===== config.mk =====
export PLATFORM = sky130hd
export DESIGN_NAME = fifo_stream_reader_flat
export DESIGN_NICKNAME = d
export VERILOG_FILES = /design/src/rtl/fifo_stream_reader_if.sv /design/src/rtl/fifo_stream_reader.sv /design/src/flat_wrapper.sv
export SDC_FILE = /design/constraint.sdc
export NUM_CORES = 1
export LEC_CHECK = 0
export BUFFER_PORTS_ARGS = -buffer_cell sky130_fd_sc_hd__buf_2
export CORE_UTILIZATION = 50
export DETAILED_ROUTE_END_ITERATION = 6
export PLACE_DENSITY = 0.75
export SYNTH_ARGS = -nofsm -noshare
export SYNTH_HDL_FRONTEND = slang
export SYNTH_SLANG_ARGS = --single-unit

===== constraint.sdc =====
create_clock -name clk -period 3.7 [get_ports clk]
set_input_delay 0.74 -clock clk [delete_from_list [all_inputs] [get_ports clk]]
set_output_delay 0.74 -clock clk [all_outputs]
set_load 0.01 [all_outputs]

===== src/rtl/fifo_stream_reader_if.sv =====
// Valid/ready output stream of the FIFO read controller.
// The controller drives the master side; the consumer holds the slave side.
interface fifo_stream_reader_if #(
    parameter int DATA_WIDTH = 8
) ();
    logic                  m_valid;
    logic                  m_ready;
    logic [DATA_WIDTH-1:0] m_data;

    modport master (output m_valid, output m_data, input m_ready);
    modport slave  (input m_valid, input m_data, output m_ready);
endinterface


===== src/rtl/fifo_stream_reader.sv =====
// Read-side controller for the synchronous pointer FIFO: issues reads, absorbs the
// one-cycle registered read latency and re-times words through a 2-entry buffer.
module fifo_stream_reader #(
    parameter int DATA_WIDTH = 8,
    parameter int CNT_WIDTH  = 16
) (
    input  logic                  clk,
    input  logic                  rst_n,
    input  logic                  en,
    input  logic                  fifo_empty,
    input  logic [DATA_WIDTH-1:0] fifo_rdata,
    output logic                  fifo_rd_en,
    fifo_stream_reader_if.master  m,
    output logic [CNT_WIDTH-1:0]  word_cnt,
    output logic                  busy
);
    logic [1:0][DATA_WIDTH-1:0] buf_q;
    logic                       head;
    logic                       tail;
    logic [1:0]                 occ;
    logic                       inflight;
    logic                       pop;
    logic [2:0]                 demand;

    assign m.m_valid = (occ != 2'd0);
    assign m.m_data  = buf_q[head];
    assign pop       = m.m_valid & m.m_ready;
    assign busy      = (occ != 2'd0) | inflight;

    // Slots that will be taken after this edge; reading on a pop keeps one word/cycle.
    assign demand     = {1'b0, occ} + {2'b00, inflight} - {2'b00, pop};
    assign fifo_rd_en = rst_n & en & ~fifo_empty & (demand < 3'd2);

    always_ff @(posedge clk or negedge rst_n) begin
        if (!rst_n) begin
            buf_q    <= '0;
            head     <= 1'b0;
            tail     <= 1'b0;
            occ      <= 2'd0;
            inflight <= 1'b0;
            word_cnt <= '0;
        end else begin
            inflight <= fifo_rd_en;
            if (inflight) begin
                buf_q[tail] <= fifo_rdata;
                tail        <= ~tail;
            end
            if (pop) begin
                head     <= ~head;
                word_cnt <= word_cnt + 1'b1;
            end
            case ({inflight, pop})
                2'b10:   occ <= occ + 2'd1;
                2'b01:   occ <= occ - 2'd1;
                default: occ <= occ;
            endcase
        end
    end
endmodule


===== src/flat_wrapper.sv =====
// flat-port wrapper written by rule: the top's interface ports become plain ports
module fifo_stream_reader_flat 
#(
    parameter int DATA_WIDTH = 8,
    parameter int CNT_WIDTH  = 16
)
  (clk, rst_n, en, fifo_empty, fifo_rdata, fifo_rd_en, word_cnt, busy, m_m_valid, m_m_data, m_m_ready);
  fifo_stream_reader_if #(.DATA_WIDTH(DATA_WIDTH)) m_i ();
  input  logic clk;
  input  logic rst_n;
  input  logic en;
  input  logic fifo_empty;
  input  logic [DATA_WIDTH-1:0] fifo_rdata;
  output logic fifo_rd_en;
  output logic [CNT_WIDTH-1:0] word_cnt;
  output logic busy;
  output wire logic [$bits(m_i.m_valid)-1:0] m_m_valid;
  output wire logic [$bits(m_i.m_data)-1:0] m_m_data;
  input wire logic [$bits(m_i.m_ready)-1:0] m_m_ready;
  assign m_m_valid = m_i.m_valid;
  assign m_m_data = m_i.m_data;
  assign m_i.m_ready = m_m_ready;
  fifo_stream_reader #(.DATA_WIDTH(DATA_WIDTH), .CNT_WIDTH(CNT_WIDTH)) u_core (.clk(clk), .rst_n(rst_n), .en(en), .fifo_empty(fifo_empty), .fifo_rdata(fifo_rdata), .fifo_rd_en(fifo_rd_en), .m(m_i), .word_cnt(word_cnt), .busy(busy));
endmodule

==> summary by stage, run 1 <==
Synthesis
The count of synthesis-stage warnings from yosys is 0. In this run, synthesis produced a sequential element count of 37. Counting flops with a built-in enable in the synthesized netlist gives 0. In the synthesized netlist the async set-or-reset flop fraction comes to 100%. The post-synth net total is 146. The distinct cell type count of the synthesized netlist is 27. The post-synthesis average cell area is 13.1 um2. The share of the Yosys chip area taken by registers is 53.9%. The primary flip-flop cell chosen by synthesis mapping is sky130_fd_sc_hd__dfrtp_1. The cell area after synthesis is 1720 um2. Synthesis produced 131 cells.

Timing
Measured against its own limit, the worst slew margin works out to 51.4%. The final worst setup slack is 0.692 ns. The final critical path takes up 81.3% of the cycle. Final hold analysis gives a worst-case slack of 0.442 ns. After layout, the minimum clock period comes to 3.01 ns. The worst-margin pin slew is 0.728 ns. The clock skew after layout is 0.0125 ns.

Timing would allow up to 332 MHz. The max-slew violation count is 0. Setup violations remaining at the end of the flow were counted as 0.

The hold violation total from the final report is 0. Setup repair after global routing left no endpoint under its margin. The setup TNS after final layout is 0 ns.

Clock tree
For the worst-skew pair, the clock arrives at the later sink with an insertion delay of 0.34 ns. The longest clock path from root to sink contains 2 buffers. The hold-fix buffer count after cts is 0. The total CTS buffers is 5. The post-CTS repair timing setup buffer count is 0.

The clock tree from TritonCTS is yes. In this run the clock root is driven by a sky130_fd_sc_hd__clkbuf_4. The H-tree depth reported by CTS is 2. Once the clock tree was built, the resizer swapped 0 gates to a different size. The clock transition at the register clock pins on the worst setup and hold paths after CTS is 0.11 ns.

Clock tree synthesis found a total of 37 sinks.

Floorplan
The region available for standard cell placement spans 3150 um2. The width of the die is 60.6 um. 40 I/O pins were placed. For this configuration, the core starts out at a cell density of 54.4%. The die is 60.6 um tall. The floorplan has 20 rows. The die covers 3670 um2.

Power and ir drop
The clock network burns 21.5% of the power. Summing internal, switching and leakage power gives 0.00130 W. Of the total power, registers draw 48.7%. The power density over cell area is 639 nW/um2. The analysis attributes to net switching a power of 0.000400 W. The fraction of power spent switching nets is 30.8%. Internal power comes to 0.000900 W. The analysis attributes to cell leakage a power of 0.992 nW. IR analysis of the VDD net gives a maximum drop of 0.000294 V. The combinational group share of total power is 29.8%.

Place
The worst-case setup slack after placement is 0.691 ns. The global placement routability congestion is 0.719. The half-perimeter wire length after detailed placement is 2200 um. Buffers placed on the I/O ports in this run total 39.

Critical path
The most repeated library cell on the critical path is sky130_fd_sc_hd__nor2_1. In this run the critical register-to-register path is captured at u_core.inflight. In this run the critical register-to-register path is launched from u_core.occ[1]. Grouping stages by cell kind, the critical path spends the most delay in simple AND/OR/NAND/NOR gates. The path depth of the worst reg2reg path is 7.

For this run, the slowest stage of the critical path takes 0.53 ns. In this run the number of cells on the critical path is 8. The worst setup path startpoint is u_core.occ[1]. The critical path goes through nand2_1 > nor2_1 > a21oi_1 > nand2b_1 > fa_1 > nand4b_1 > nor2_1 > buf_2. The data required time at the worst endpoint is 2.96 ns. The number of buffer and inverter stages on the critical path is 1.

The category of the worst setup path launch point is a flop. Following the worst setup path forward leads to its endpoint at fifo_rd_en. The element type at the critical path end is a primary output. The category of the critical setup timing path is reg -> out. The arrival time at the worst endpoint is 2.27 ns.

The slowest stage of the critical path is the sky130_fd_sc_hd__dfrtp_1 cell. Along the worst path, the maximum fanout reaches 9. The setup slack on the worst flop-to-flop path is 1.85 ns.

Route
The vias per cell is 5.09. The number of design rule violations left after detail routing is 0. The number of DRC violations after detailed-routing iteration 0 is 28.

The detail route stage leaves a number of antenna-violating nets equal to 0. In the final routed layout, each cell accounts on average for 13.8 um. The number of optimization iterations in the first detailed-route pass is 3. For this block, the routed nets add up to 3000 um of wire.

The vias after detailed routing is 1109.

Layout
The number of antenna diodes in the final layout is 0. The share of post-route cells with drive strength above 1 is 47.1%. The layout net count is 188. Compared with the post-synthesis result, the final layout area differs by 18.5%. The post-layout utilization of the core is 64.5%. After filler insertion, the fill cell instance count of the layout stands at 265.

Flow run
Across the run, the number of max-cap violations was 0.

Outcome
The run finished with clean final reports.

GRT
The sum of overflow across all layers after global routing is 0. The total global routing track utilization is 19.1%. The routing usage on met1 is 19.9%. The met3 usage is 5.76%.

The maximum number of pins on one net before global-route repair is 38. The initial antenna violation count is 0. The wire length of the first global-routing pass is 4980 um.

The via count of the first global-routing pass is 1181. For met2 alone, demand over resource in global routing was 34.7%. The layer flagged by global routing as most heavily used is met2.

Worst hold path
The tightest min-delay check is of the in -> async type.
-- worst reg2reg max path, stage by stage (launching register included) --
cell and delay (ns):
sky130_fd_sc_hd__dfrtp_1 0.53, sky130_fd_sc_hd__nand2_1 0.08, sky130_fd_sc_hd__nor2_1 0.19, sky130_fd_sc_hd__a21oi_1 0.10
sky130_fd_sc_hd__nand2b_1 0.18, sky130_fd_sc_hd__fa_1 0.49, sky130_fd_sc_hd__nand4b_1 0.09, sky130_fd_sc_hd__nor2_1 0.14
-- area by class of cell --
| cell class | count | area (um2) | share of cell area, % |
|---|---|---|---|
| clock buffers | 5 | 37.5 | 1.85 |
| clock inverters | 3 | 46.3 | 2.28 |
| inverters | 3 | 11.3 | 0.554 |
| multi-input cells | 86 | 756 | 37.1 |
| flip-flops and latches | 37 | 926 | 45.5 |
| well taps | 44 | 55.1 | 2.71 |
| repair buffers | 40 | 203 | 9.96 |
-- metrics by stage --
| stage | cell area, um2 | std cells |
|---|---|---|
| 6_report | 2030 | 218 |
| 5_1_grt | 2030 | 218 |
| 4_1_cts | 2030 | 218 |
| 3_5_place_dp | 1950 | 210 |
| 3_3_place_gp | 1950 | 210 |
| 2_1_floorplan | 1720 | 131 |
-- routing by layer --
layer  share of wire [%]  vias to the layer above
met1                  43                      534
met2                  50                       29
met4                 2.3                        0
li1                    -                      537
met5                   0                        -
met3                 5.1                        9
-- synthesized netlist by cell type (2+ instances only) --
cell / n / area, um2
sky130_fd_sc_hd__dfrtp_1: 37 / 926
sky130_fd_sc_hd__and3_1: 2 / 12.5
sky130_fd_sc_hd__buf_2: 4 / 20.0
sky130_fd_sc_hd__xnor2_1: 12 / 105
sky130_fd_sc_hd__xor2_1: 7 / 61.3
sky130_fd_sc_hd__nand4_1: 2 / 12.5
sky130_fd_sc_hd__nand4_4: 2 / 42.5
sky130_fd_sc_hd__nand3_1: 2 / 10.0
sky130_fd_sc_hd__nor2_1: 6 / 22.5
sky130_fd_sc_hd__nand2_1: 9 / 33.8
sky130_fd_sc_hd__mux2_2: 25 / 282
sky130_fd_sc_hd__a21oi_1: 3 / 15.0
sky130_fd_sc_hd__nor3_1: 3 / 15.0
sky130_fd_sc_hd__and4_2: 2 / 20.0
sky130_fd_sc_hd__inv_1: 3 / 11.3
-- power groups by stage --
stage / clock network [W] / logic, W / registers [W]
final: 0.000280 / 0.000387 / 0.000634
after global routing: 0.000308 / 0.000432 / 0.000652
after CTS: 0.000290 / 0.000394 / 0.000635
after detailed placement: 0 / 0.000391 / 0.000644
after global placement: 0 / 0.000381 / 0.000630
after floorplan: 0 / 0.000274 / 0.000612
-- worst min path at each step --
| stage | slack (ns) | end | cells after the start | startpoint |
|---|---|---|---|---|
| after floorplan | 0.44 | u_core.buf_q[0] | 0 | rst_n |
| after global placement | 0.45 | u_core.word_cnt[15] | 1 | u_core.word_cnt[15] |
| after detailed placement | 0.45 | u_core.word_cnt[15] | 1 | u_core.word_cnt[15] |
| after CTS | 0.45 | u_core.buf_q[7] | 2 | rst_n |
| after global routing | 0.46 | u_core.buf_q[11] | 2 | rst_n |
| final | 0.44 | u_core.inflight | 2 | rst_n |
-- kinds of logic after synthesis --
kind of cell	Yosys count	synth area share, %
buffers and inverters	8	2.04
DFF	37	53.9
AOI/OAI and AO/OA	4	1.89
and+or+nand+nor	36	14.1
xor gates and xnor gates	19	9.69
adders and majority gates	2	1.89
muxes	25	16.4
-- state kept, by name, indices dropped and copies added, names as in the netlist --
name,flops
u_core.buf_q,16
u_core.word_cnt,16
u_core.occ,2
u_core.head,1
u_core.inflight,1
u_core.tail,1
-- cell usage in the layout, fill, tap and decap left out, types with 2 or more instances in the layout --
cell type | Yosys | final
sky130_fd_sc_hd__buf_2 | 4 | 39
sky130_fd_sc_hd__dfrtp_1 | 37 | 37
sky130_fd_sc_hd__mux2_2 | 25 | 25
sky130_fd_sc_hd__xnor2_1 | 12 | 12
sky130_fd_sc_hd__nand2_1 | 9 | 9
sky130_fd_sc_hd__xor2_1 | 7 | 7
sky130_fd_sc_hd__nor2_1 | 6 | 6
sky130_fd_sc_hd__clkbuf_4 | 0 | 5
sky130_fd_sc_hd__inv_1 | 3 | 3
sky130_fd_sc_hd__a21oi_1 | 3 | 3
sky130_fd_sc_hd__nor3_1 | 3 | 3
sky130_fd_sc_hd__and3_1 | 2 | 2
sky130_fd_sc_hd__and4_2 | 2 | 2
sky130_fd_sc_hd__nand4_1 | 2 | 2
sky130_fd_sc_hd__nand3_1 | 2 | 2
sky130_fd_sc_hd__nand4_4 | 2 | 2
No activity file was read; power rests on OpenSTA's default activity.
==> run 2, diff against run 1 <==
CORE_UTILIZATION = 47   (was 50)
PLACE_DENSITY = 0.74   (was 0.75)
clock period = 2.67 ns   (was 3.7 ns; I/O delays follow)
==> summary by stage, run 2 (synthesized netlist as in run 1, its figures left out) <==
Critical path
The category of the critical setup timing path is reg -> out. In this run the worst path has a maximum fanout of 2. The category of the worst setup path launch point is a flop. Walking the worst path, the cells encountered are nand2_1 > nor2_4 > a21oi_1 > nand2b_1 > fa_1 > nand4b_1 > nor2_1 > buf_2.

The element type at the critical path end is a primary output. On the critical path, the stage with the largest delay is an instance of sky130_fd_sc_hd__fa_1. STA puts the critical path data arrival time at 2.00 ns. The maximum single-stage delay on the critical path is 0.49 ns. Data on the critical path is required at its endpoint by 2.14 ns.

Timing
After routing, the total negative slack on setup checks comes to 0 ns. The share of the cycle needed by the critical path after routing is 94.8%. For this run, the top clock speed supported by timing is 395 MHz. The worst-margin pin slew is 0.743 ns. Between clock sinks in the finished design, the worst skew comes to 0.00979 ns. The max-slew violation count is 0. The final critical-path required period is 2.53 ns. The hold violation total from the final report is 0. Setup violations remaining at the end of the flow were counted as 0.

Setup repair after global routing left no endpoint under its margin. Measured against its own limit, the worst slew margin works out to 50.4%.

Layout
Once layout is done, the placed cells without fillers occupy 2030 um2. Cells with a size suffix above 1 make up 48.3% of the layout. 0 antenna diodes ended up in the layout. The most common library cell in the layout ignoring fill and taps is sky130_fd_sc_hd__buf_2. The post-layout utilization of the core is 59.4%. The layout net count is 190.

Counting the fill cells in the layout gives 292. The multi-input combinational cells in the finished layout cover a total of 763 um2. In the final layout, the registers with the most flip-flops are u_core.buf_q x16, u_core.word_cnt x16, u_core.occ x2. The layout-stage area growth over the synthesis result is 18.1%. For this run, the number of standard cells in the final layout without fillers is 222.

Summing all flip-flop and latch instances after layout gives 927 um2. Leaving out fill and tap cells, the most frequent cells in the layout are 39 x sky130_fd_sc_hd__buf_2, 36 x sky130_fd_sc_hd__dfrtp_1, 25 x sky130_fd_sc_hd__mux2_2.

Clock tree
TritonCTS built the clock tree. The total CTS buffers is 5. The clock transition at the register clock pins on the worst setup and hold paths after CTS is 0.11 ns. The source-to-sink clock delay at the later pin of the worst-skew pair is 0.33 ns. In this run the clock root is driven by a sky130_fd_sc_hd__clkbuf_4.

The clock tree buffer depth is 2. The number of hold buffers added after CTS was 0. The H-tree depth reported by CTS is 2. The number of sinks handled by clock tree synthesis is 37.

Outcome
The run finished with clean final reports.

Place
After detailed placement, the design holds a cell count of 213. During placement, the flow inserted port buffers numbering 39. Summing all placed instances gives a cell area of 1960 um2.

The global placement routability congestion is 0.691. The half-perimeter wire length after detailed placement is 2170 um.

Power and ir drop
The analysis attributes to cell leakage a power of 0.993 nW. The power density over cell area is 840 nW/um2. The analysis attributes to net switching a power of 0.000550 W. The internal portion of total power is 0.00115 W. Registers are responsible for 51.7% of the overall power. The share of total power dissipated in the clock network is 16.6%. Of the total power, the share spent switching nets is 32.3%. The combinational group share of total power is 31.7%. The worst-case IR drop observed on VDD is 0.000473 V.

GRT
The maximum number of pins on one net before global-route repair is 38. The sum of overflow across all layers after global routing is 0. The via count of the first global-routing pass is 1126. In the global route stage, overall resource usage came out at 17.3%.

The wire length of the first global-routing pass is 5180 um. The initial antenna violation count is 0.

Floorplan
Once the floorplan was initialized, standard cells occupied 50.3% of the core. The die is 62.4 um wide. The cell row count is 21. The core region is 3420 um2.

40 I/O pins were placed. The floorplan step defined a die boundary enclosing 3900 um2. The die is 62.4 um tall.

Route
After the first detailed-routing iteration, the DRC count stood at 49. The count of nets left with antenna violations after detail routing is 0. The number of optimization iterations in the first detailed-route pass is 4. The vias per cell is 5.02. The number of design rule violations left after detail routing is 0. The total length of routed wires is 3110 um. The vias after detailed routing is 1115. Dividing the detail-routed wire length by the instance count gives 14.0 um.

Flow run
Across the run, the number of max-cap violations was 0.

Worst hold path
The path type of the worst min-delay path is in -> async.
run 2: critical path, delay by kind of cell (launching register included):
| family | cells | cell delay, ns |
|---|---|---|
| adder cells (fa/ha/maj) | 1 | 0.49 |
| AND/OR/NAND/NOR | 5 | 0.59 |
| flip-flops | 1 | 0.38 |
| AO/OA/AOI/OAI | 1 | 0.08 |
| buffers and inverters | 1 | 0.14 |
run 2: path summary, 6_finish.rpt:
check                               startpoint                  end  slack (ns)  cells after the start
min in group clk                    fifo_empty      u_core.inflight        0.44                      3
setup / recovery                 u_core.occ[1]           fifo_rd_en        0.14                      8
hold / removal                           rst_n      u_core.inflight        0.26                      2
max in group asynchronous                rst_n        u_core.occ[0]        2.06                      2
setup reg to reg               u_core.inflight      u_core.buf_q[7]        0.99                      2
hold reg to reg            u_core.word_cnt[15]  u_core.word_cnt[15]        0.48                      1
run 2: timing repair:
item / CTS / global route
buffers inserted: 0 / 1
hold endpoints to repair: 0 / 0
pin swaps: 0 / 1
endpoints found under the setup margin: 1 / 1
resized for setup: 1 / 2
run 2: metrics by stage:
step                hold WS (ns)  power (W)  worst slack [ns]
floorplan                  0.238    0.00123             0.407
global placement           0.452    0.00140             0.180
detailed placement         0.463    0.00143            0.0874
CTS                        0.270    0.00171            0.0253
global route               0.266    0.00181           0.00142
finish                     0.255    0.00170             0.139
run 2: area by class of cell:
type	instances	share of cell area [%]
flip-flops and latches	37	45.7
multi-input cells	86	37.6
repair buffers	42	10.7
well taps	46	2.84
clock buffers	6	2.04
inverters	3	0.555
clock inverters	2	0.494
run 2: routing by layer:
metal | up-vias | GRT usage, % | share of wire [%]
met2 | 26 | 28.8 | 50
met3 | 2 | 6.02 | 4.9
met5 | - | 0 | 0
met1 | 552 | 21.1 | 45
li1 | 535 | - | -
met4 | 0 | 5.23 | 0.48
run 2: power by group through the flow:
stage,Combinational (W),Clock (W),Sequential (W)
3_5_place_dp,0.000541,0,0.000890
2_1_floorplan,0.000380,0,0.000848
6_report,0.000540,0.000282,0.000881
5_1_grt,0.000582,0.000316,0.000910
3_3_place_gp,0.000531,0,0.000873
4_1_cts,0.000545,0.000287,0.000882
==> run 3, diff against run 2 <==
CORE_UTILIZATION = 35   (was 47)
PLACE_DENSITY = 0.58   (was 0.74)
TNS_END_PERCENT = 10   (was unset)
==> summary by stage, run 3 (synthesized netlist as in run 1, its figures left out) <==
Layout
At the end of the flow, the number of nets in the layout was 189. The largest registers in the layout are u_core.buf_q x16, u_core.word_cnt x16, u_core.occ x2. The share of post-route cells with drive strength above 1 is 48.0%. Leaving out filler cells and counting taps, the final layout contains 240. The repair_antennas step left the layout with diodes totalling 0.

The layout-stage area growth over the synthesis result is 20.3%. The fill cell instance count of the final layout is 463. The most common library cell in the layout ignoring fill and taps is sky130_fd_sc_hd__buf_2. The library cells used most frequently in the layout, excluding fill and tap cells, are 39 x sky130_fd_sc_hd__buf_2, 36 x sky130_fd_sc_hd__dfrtp_1, 25 x sky130_fd_sc_hd__mux2_2.

Floorplan
The die covers 5190 um2. The initial utilization of the core area, before any placement, comes to 36.3%. The core region is 4720 um2. The die is 72.0 um tall. The floorplan has 25 rows.

The number of top-level pins is 40. Measured along the x axis, the die boundary spans 72.0 um.

Timing
Setup repair after global routing left no endpoint under its margin. The clock arrives with 0.00419 ns of skew. After layout, the worst path uses 94.7% of the clock period.

The final critical-path required period is 2.53 ns. Static timing analysis puts the maximum clock frequency at 395 MHz. The worst-margin pin slew is 0.793 ns. Setup violations remaining at the end of the flow were counted as 0. The hold violation total from the final report is 0. The worst slew margin relative to its limit is 47.0%. The setup TNS after final layout is 0 ns.

The max-slew violation count is 0.

Clock tree
The clock tree buffer depth is 2. The number of instances resized during post-cts repair is 0. The clock tree from TritonCTS is yes.

The clock transition at the register clock pins on the worst setup and hold paths after CTS is 0.07 ns. The cell sitting at the root of the clock tree is a sky130_fd_sc_hd__clkbuf_8. The total CTS buffers is 5. Once the clock tree was built, the setup fixing pass inserted 0 buffers.

At the later pin of the worst-skew pair, clock insertion delay measures 0.29 ns. For this design, the sink count on the clock tree is 37. The hold-fix buffer count after cts is 0. The H-tree was split into 2 levels.

Route
Summed over all layers, the routed wires come to 3380 um. The vias per cell is 4.69. For this run, design rule violations remaining after detail routing come to 0. The vias after detailed routing is 1125. The detail route stage leaves a number of antenna-violating nets equal to 0. The number of DRC violations after detailed-routing iteration 0 is 36. After detailed routing, the average wire length per cell comes to 14.1 um. The number of optimization iterations in the first detailed-route pass is 4.

Critical path
The category of the worst setup path launch point is a flop. The worst setup path startpoint is u_core.occ[0]. The data required time at the worst endpoint is 2.14 ns. The worst setup path is of the reg -> out kind. The arrival time at the worst endpoint is 1.99 ns. The path depth of the worst reg2reg path is 2. The destination of the critical timing path is fifo_rd_en.

The maximum single-stage delay on the critical path is 0.48 ns. For this design, the slowest cell found on the critical path is sky130_fd_sc_hd__fa_1. Along the worst path, the maximum fanout reaches 7. The element type at the critical path end is a primary output. The reg-to-reg critical path startpoint is u_core.inflight.

Walking the worst path, the cells encountered are nor2_2 > a21oi_1 > nand2b_1 > fa_1 > nand4b_1 > nor2_1 > buf_2. The setup slack on the worst flop-to-flop path is 0.94 ns. The destination of the worst register-to-register timing path is u_core.buf_q[6].

Power and ir drop
In this run the static leakage power is 0.994 nW. The share of total power dissipated in combinational logic is 30.6%. The reported net switching power is 0.000567 W. The internal portion of total power is 0.00123 W.

In this run the power density over the cells is 868 nW/um2. The part of the total power dissipated in the clock network is 20.1%. IR analysis of the VDD net gives a maximum drop of 0.000314 V. The fraction of power spent switching nets is 31.7%. Sequential cells account for 49.3% of the total power.

Flow run
The number of maximum-capacitance constraint violations is 0.

Place
The global placement routability congestion is 0.711. Counting tap cells, the placed design contains a total of 234 instances. In this run the tool buffered the top-level ports with 39 buffer cells. Once detailed placement completed, the half-perimeter wirelength came to 2400 um.

Worst hold path
The path type of the worst min-delay path is in -> async.

GRT
Entering global routing, the biggest net connects 38 pins. The total global routing track utilization is 14.5%. Summed over all layers, the global routing overflow is 0. The wire length of the first global-routing pass is 5640 um.

The initial antenna violation count is 0. The via count of the first global-routing pass is 1213.

Outcome
The flow ran to the end, and the final reports show no timing, DRC or antenna violations.
==> run 3: cell types whose count changed in the layout (fill, tap and decap cells not counted) <==
cell                       change
sky130_fd_sc_hd__clkbuf_4      -5
sky130_fd_sc_hd__clkbuf_8      +5
sky130_fd_sc_hd__clkbuf_1      -1
sky130_fd_sc_hd__clkinv_2      -1
sky130_fd_sc_hd__buf_4         -1
sky130_fd_sc_hd__nor2_2        +1
sky130_fd_sc_hd__nor2_4        -1
==> run 3: routing by layer <==
metal	track usage (%)	part of all wire, %	vias up
met5	0	0	-
met4	5.23	1.5	0
met3	5.42	6.0	5
met2	24.8	49	35
met1	16.5	43	555
li1	-	-	530
==> run 3: how the worst min path moves through the flow <==
stage	startpoint	end	slack (ns)	depth (start not counted)
4_1_cts	rst_n	u_core.inflight	0.33	2
5_1_grt	rst_n	u_core.inflight	0.36	2
6_report	rst_n	u_core.inflight	0.31	2
2_1_floorplan	rst_n	u_core.buf_q[0]	0.24	0
3_3_place_gp	u_core.word_cnt[15]	u_core.word_cnt[15]	0.46	1
3_5_place_dp	u_core.word_cnt[15]	u_core.word_cnt[15]	0.46	1
==> run 3: cell type report <==
cell class / instances / area, um2 / area share (%)
Clock buffer: 5 / 68.8 / 3.33
Clock inverter: 1 / 5.00 / 0.242
Inverter: 3 / 11.3 / 0.545
Multi-Input combinational cell: 86 / 758 / 36.7
Sequential cell: 37 / 927 / 44.9
Tap cell: 67 / 83.8 / 4.06
Timing Repair Buffer: 41 / 210 / 10.2
==> run 3: through the flow <==
stage / area, um2 / hold WS [ns] / worst slack, ns / utilization (%) / total power, W
global placement: 1990 / 0.458 / 0.176 / 42.1 / 0.00141
finish: 2060 / 0.309 / 0.142 / 43.7 / 0.00179
floorplan: 1720 / 0.238 / 0.407 / - / 0.00123
global route: 2060 / 0.357 / 0.0295 / 43.7 / 0.00192
CTS: 2060 / 0.330 / 0.0601 / 43.6 / 0.00182
detailed placement: 1990 / 0.464 / 0.108 / 42.1 / 0.00145
==> run 3: worst max-delay path: cells and delay by family, from the launching register on <==
kind,cells,cell delay [ns]
AND/OR/NAND/NOR,4,0.54
adder cells (fa/ha/maj),1,0.48
flip-flops,1,0.45
buffers and inverters,1,0.15
AO/OA/AOI/OAI,1,0.08
==> run 3: power groups by stage <==
stage	clock network (W)	registers (W)	logic, W
global route	0.000397	0.000916	0.000609
detailed placement	0	0.000895	0.000556
floorplan	0	0.000848	0.000380
CTS	0.000376	0.000886	0.000560
finish	0.000360	0.000884	0.000548
global placement	0	0.000874	0.000533
